[src/rtl/spi_master_param.sv]
// Parametrised SPI master: one full-duplex word per chip-select assertion, all four modes, MSB/LSB first.
// Optional feature macro: SPI_LOOPBACK_EN adds a loopback input that feeds the MOSI register back into the sampler.
module spi_master_param #(
    parameter int DATA_W  = 8,
    parameter int CLK_DIV = 2,
    parameter int NUM_CS  = 1
) (
    input  logic                      clk,
    input  logic                      rst,
`ifdef SPI_LOOPBACK_EN
    input  logic                      loopback,
`endif
    // tx_valid/tx_ready: a word transfers on a rising edge where both are high; the host holds
    // tx_valid and tx_data stable until then. rx_valid is a one-cycle pulse with no backpressure.
    input  logic                      tx_valid,
    output logic                      tx_ready,
    input  logic [DATA_W-1:0]         tx_data,
    input  logic [$clog2(NUM_CS):0]   tx_cs_sel,
    input  logic                      cfg_cpol,
    input  logic                      cfg_cpha,
    input  logic                      cfg_lsb,
    output logic                      rx_valid,
    output logic [DATA_W-1:0]         rx_data,
    output logic                      busy,
    output logic                      SPI_CLK,
    output logic                      SPI_MOSI,
    input  logic                      SPI_MISO,
    output logic [NUM_CS-1:0]         SPI_CS_N,
    output logic [2:0]                state_dbg
);

    localparam int SEL_W  = $clog2(NUM_CS) + 1;
    localparam int DIV_W  = $clog2(CLK_DIV + 1);
    localparam int EDGE_W = $clog2(2 * DATA_W);

    typedef enum logic [2:0] {
        IDLE  = 3'd0,
        SETUP = 3'd1,
        XFER  = 3'd2,
        HOLD  = 3'd3,
        DONE  = 3'd4
    } state_t;

    state_t              state, next_state;
    logic [DIV_W-1:0]    div_cnt;
    logic [EDGE_W-1:0]   edge_cnt;
    logic [DATA_W-1:0]   shift_tx, shift_rx, tx_ordered;
    logic [NUM_CS-1:0]   cs_decode;
    logic                cpha_q, lsb_q;
    logic                div_end, last_edge, lead_edge, do_shift, do_sample, accept, miso_in;

    function automatic logic [DATA_W-1:0] bit_rev(input logic [DATA_W-1:0] v);
        logic [DATA_W-1:0] r;
        for (int i = 0; i < DATA_W; i++) r[i] = v[DATA_W-1-i];
        return r;
    endfunction

`ifdef SPI_LOOPBACK_EN
    assign miso_in = loopback ? SPI_MOSI : SPI_MISO;
`else
    assign miso_in = SPI_MISO;
`endif

    assign busy      = (state != IDLE);
    assign state_dbg = state;

    always_comb begin
        div_end    = (div_cnt == DIV_W'(CLK_DIV - 1));
        last_edge  = (edge_cnt == EDGE_W'(2 * DATA_W - 1));
        // edge_cnt even means the next SCLK edge is the leading one of its pulse
        lead_edge  = ~edge_cnt[0];
        do_shift   = cpha_q ? lead_edge : (~lead_edge & ~last_edge);
        do_sample  = cpha_q ? ~lead_edge : lead_edge;
        accept     = tx_valid & tx_ready;
        tx_ordered = cfg_lsb ? bit_rev(tx_data) : tx_data;
        for (int i = 0; i < NUM_CS; i++) cs_decode[i] = (tx_cs_sel != SEL_W'(i));
        next_state = state;
        case (state)
            IDLE:    if (accept) next_state = SETUP;
            SETUP:   if (div_end) next_state = XFER;
            XFER:    if (div_end && last_edge) next_state = HOLD;
            HOLD:    if (div_end) next_state = DONE;
            DONE:    next_state = IDLE;
            default: next_state = IDLE;
        endcase
    end

    always_ff @(posedge clk) begin
        if (!rst) state <= IDLE;
        else      state <= next_state;
    end

    always_ff @(posedge clk) begin
        if (!rst) begin
            tx_ready <= 1'b0;
            rx_valid <= 1'b0;
            rx_data  <= '0;
            SPI_CLK  <= 1'b0;
            SPI_MOSI <= 1'b0;
            SPI_CS_N <= '1;
            div_cnt  <= '0;
            edge_cnt <= '0;
            shift_tx <= '0;
            shift_rx <= '0;
            cpha_q   <= 1'b0;
            lsb_q    <= 1'b0;
        end else begin
            tx_ready <= (next_state == IDLE);
            rx_valid <= 1'b0;
            if (state == SETUP || state == XFER || state == HOLD)
                div_cnt <= div_end ? '0 : div_cnt + 1'b1;
            else
                div_cnt <= '0;
            case (state)
                IDLE: begin
                    SPI_CLK  <= cfg_cpol;
                    SPI_MOSI <= 1'b0;
                    if (accept) begin
                        cpha_q   <= cfg_cpha;
                        lsb_q    <= cfg_lsb;
                        SPI_CS_N <= cs_decode;
                        shift_rx <= '0;
                        // CPHA=0 needs the first bit on the wire before the first leading edge
                        if (!cfg_cpha) begin
                            SPI_MOSI <= tx_ordered[DATA_W-1];
                            shift_tx <= tx_ordered << 1;
                        end else begin
                            shift_tx <= tx_ordered;
                        end
                    end
                end
                XFER: begin
                    if (div_end) begin
                        SPI_CLK  <= ~SPI_CLK;
                        edge_cnt <= last_edge ? '0 : edge_cnt + 1'b1;
                        if (do_shift) begin
                            SPI_MOSI <= shift_tx[DATA_W-1];
                            shift_tx <= shift_tx << 1;
                        end
                        if (do_sample) shift_rx <= {shift_rx[DATA_W-2:0], miso_in};
                    end
                end
                HOLD: begin
                    if (div_end) begin
                        SPI_CS_N <= '1;
                        SPI_MOSI <= 1'b0;
                        rx_valid <= 1'b1;
                        rx_data  <= lsb_q ? bit_rev(shift_rx) : shift_rx;
                    end
                end
                default: ;
            endcase
        end
    end

endmodule

[config.mk]
export PLATFORM = sky130hd
export DESIGN_NAME = spi_master_param
export DESIGN_NICKNAME = d
export VERILOG_FILES = /design/src/rtl/spi_master_param.sv
export SDC_FILE = /design/constraint.sdc
export NUM_CORES = 1
export LEC_CHECK = 0
export ABC_CLOCK_PERIOD_IN_PS = 1800
export BUFFER_PORTS_ARGS = -buffer_cell sky130_fd_sc_hd__buf_2
export CAP_MARGIN = 20
export CORE_MARGIN = 3
export CORE_UTILIZATION = 50
export CTS_CLUSTER_DIAMETER = 120
export CTS_CLUSTER_SIZE = 24
export DETAILED_ROUTE_END_ITERATION = 6
export PLACE_DENSITY_LB_ADDON = 0.3
export SLEW_MARGIN = 40
export SYNTH_ARGS = -nofsm -noshare
export SYNTH_HDL_FRONTEND = slang
export SYNTH_SLANG_ARGS = --single-unit
export TNS_END_PERCENT = 100
[constraint.sdc]
create_clock -name clk -period 1.8 [get_ports clk]
set_clock_uncertainty 0.15 [all_clocks]
set_input_delay 0.09 -clock clk [delete_from_list [all_inputs] [get_ports clk]]
set_output_delay 0.09 -clock clk [all_outputs]
set_load 0.005 [all_outputs]
==> results.cfg <==
[pwr]
cellPowerDensity_nw_per_um2 = 709
p_comb_frac = 0.147
p_seq_frac = 0.509
switchingPower_uw = 479
pwr-share-clk = 0.344
vdd.ir_drop.worst_uv = 701
power_leakage_uw = 0.000965
swShare = 0.261
power_uw = 1830
intPower_uw = 1350

[global_route]
gr-total-overflow = 0
grt_pass1_wl_um = 7390
grt_pass1_vias = 1570
grt_usage = 0.184
antenna_found_initial = 0
grt_max_degree = 24

[die]
ios = 33
start_util = 0.544
dieArea_sq_um = 4970
chipWidth_um = 70.5
fp.coreArea_sq_um = 3830
rows = 22
die_h_um = 70.5

[yosys]
yosysUniqueCellTypes = 47
netlist_instances = 219
ys_warn_count = 0
netlist_area_sq_um = 2080
synth_seq_area_share = 0.385
synth_top_flop_cell = dfxtp_1
yosysTopAreaCellShare = 0.385
synth_area_leaders = dfxtp_1 (38%), mux4_2 (6.5%), nor2_1 (5.2%), mux2i_1 (4.8%), nand3_2 (3.8%)
async_flop_share = 0
synth_edf_count = 0
ys_ff_latch = 40
syn_nets = 237
yosys.area.top_type = dfxtp_1
postSynthAreaPerCell_sq_um = 9.50

[worst_setup_path]
worst-setup-path-type = reg2reg
worstReg2RegStart = state_dbg[1]
worstPathRequired_ns = 1.89
worst-endpoint-arrival_ns = 1.81
cp-end-kind = flop
startpoint_type = flop
crit_start = state_dbg[1]
cp_max_fo = 7

[worst_hold_path]
hold_start = cfg_cpol
hp-class = in2reg

[detailed_routing]
wl_met3_um = 174
viasPerCell = 5.60
met2_length_um = 2060
drc = 0
highest_layer = met4
post_drt_wl_per_cell_um = 14.2
drt_iter0_drc = 83
wl_met1_um = 2150
routed_wl_um = 4460
vias = 1754
ant_nets = 0
first_pass_iters = 4

[sta]
fin_crit_sh = 0.956
slew-limit-headroom = 0.686
post-route-min-period_ns = 1.72
slew_viol_final = 0
fmax_mhz = 581
whs_ns = 0.00338
tightest_slew_ns = 0.459
hold_violations = 0
setup_violations = 0

[finish]
final_common_cell = dfxtp_1
final_core_util = 0.675
fill_cells = 303
area_delta_synth_final_pct = 24.2
antenna_cells = 0
nets = 282
final_cell_mix = dfxtp_1 (38), buf_2 (32), nor2_1 (29)
layout-drive-gt1-share = 0.381

[place]
port_buffers = 32
place_congestion = 0.881
place_hpwl_um = 3170

[run_status]
outcome = finished, final reports clean

[cts]
cts_sinks = 40
root_buffer = clkbuf_8
cts_tree = yes
cts_buffers = 5
clk_latency_ns = 0.29
clk_path_buf_depth = 2
path_clk_slew_ns = 0.08
ctsHtreeMaxLevel = 2

[run]
drv_cap = 0
==> per-layer routing <==
layer / track usage / up-vias
li1: - / 886
met1: 0.254 / 831
met2: 0.282 / 30
met3: 0.0460 / 7
met4: 0.0617 / 0
met5: 0 / -
==> path summary, 6_finish.rpt <==
check | to | slack [ns] | depth (start not counted)
min reg2reg | div_cnt[0] | 0.30 | 1
max reg2reg | shift_tx[0] | 0.08 | 6
min | SPI_CLK | 0.003 | 3
max | shift_tx[0] | 0.08 | 6
==> power by group through the flow <==
stage | clock network, uW | registers, uW | logic (uW)
2_1_floorplan | 0 | 947 | 166
3_3_place_gp | 0 | 952 | 240
3_5_place_dp | 0 | 952 | 242
4_1_cts | 641 | 931 | 250
5_1_grt | 678 | 937 | 294
6_report | 630 | 933 | 269
==> cell usage after synthesis, types with 2 or more instances <==
| master | n |
|---|---|
| nand2b_1 | 10 |
| nand3_2 | 8 |
| mux2i_1 | 10 |
| nor2_1 | 29 |
| a211oi_1 | 8 |
| nor3_1 | 3 |
| and2_1 | 5 |
| mux4_2 | 6 |
| o32ai_1 | 7 |
| nand3_1 | 5 |
| buf_2 | 6 |
| and3_1 | 2 |
| nor2b_1 | 2 |
| a2111oi_0 | 2 |
| nand2_1 | 14 |
| nor4_1 | 3 |
| inv_1 | 4 |
| nor3b_4 | 2 |
| nor2_2 | 2 |
| clkbuf_1 | 4 |
| o21ai_0 | 6 |
| xor2_1 | 3 |
| ha_1 | 2 |
| a21oi_1 | 6 |
| dfxtp_1 | 40 |
| a21oi_2 | 9 |
==> registers in the layout (all words and copies together) (netlist names) <==
| register | flops |
|---|---|
| state_dbg | 3 |
| div_cnt | 2 |
| shift_rx | 8 |
| cpha_q | 1 |
| SPI_CS_N | 1 |
| edge_cnt | 4 |
| tx_ready | 1 |
| rx_valid | 1 |
| SPI_MOSI | 1 |
| rx_data | 8 |
| SPI_CLK | 1 |
| shift_tx | 8 |
| lsb_q | 1 |
==> worst max-delay path, cell delays in order, from the launching register on <==
cell and delay (ns):
dfxtp_1 0.37, nor3b_4 0.39, o211ai_1 0.15, buf_4 0.18
buf_4 0.12, a21boi_0 0.18, o21a_1 0.13
==> stage by stage <==
step | cells | TNS [ns] | setup WS [ns] | area (sq um)
after global routing | 313 | -0.0503 | -0.0444 | 2580
after CTS | 311 | 0 | 0.00858 | 2490
after detailed placement | 300 | -0.0659 | -0.0217 | 2360
final | 313 | 0 | 0.0797 | 2580
after floorplan | 219 | 0 | 0.0887 | 2080
after global placement | 300 | 0 | 0.0560 | 2360
==> cell type report <==
cell class	count	area [sq um]	share of cell area
Clock buffer	6	82.6	0.0320
Clock inverter	2	13.8	0.00533
Inverter	5	18.8	0.00726
Multi-Input combinational cell	161	1270	0.492
Sequential cell	40	803	0.311
Tap cell	48	60.1	0.0232
Timing Repair Buffer	51	335	0.130
==> cells by family after synthesis <==
group,after synthesis,synth area share
xor+xnor,4,0.0168
flops,40,0.385
buf+inv,18,0.0415
mux,17,0.118
compound gates,48,0.181
simple gates,90,0.245
fa+ha+maj,2,0.0120
==> repair_timing <==
action                                  CTS  global route
hold buffers                              3             0
resized for setup                         1            15
hold endpoints to repair                  2             0
endpoints found under the setup margin    7            20
pin swaps                                 0             9
setup buffers                             0             2
No activity file was read; power rests on OpenSTA's default activity.
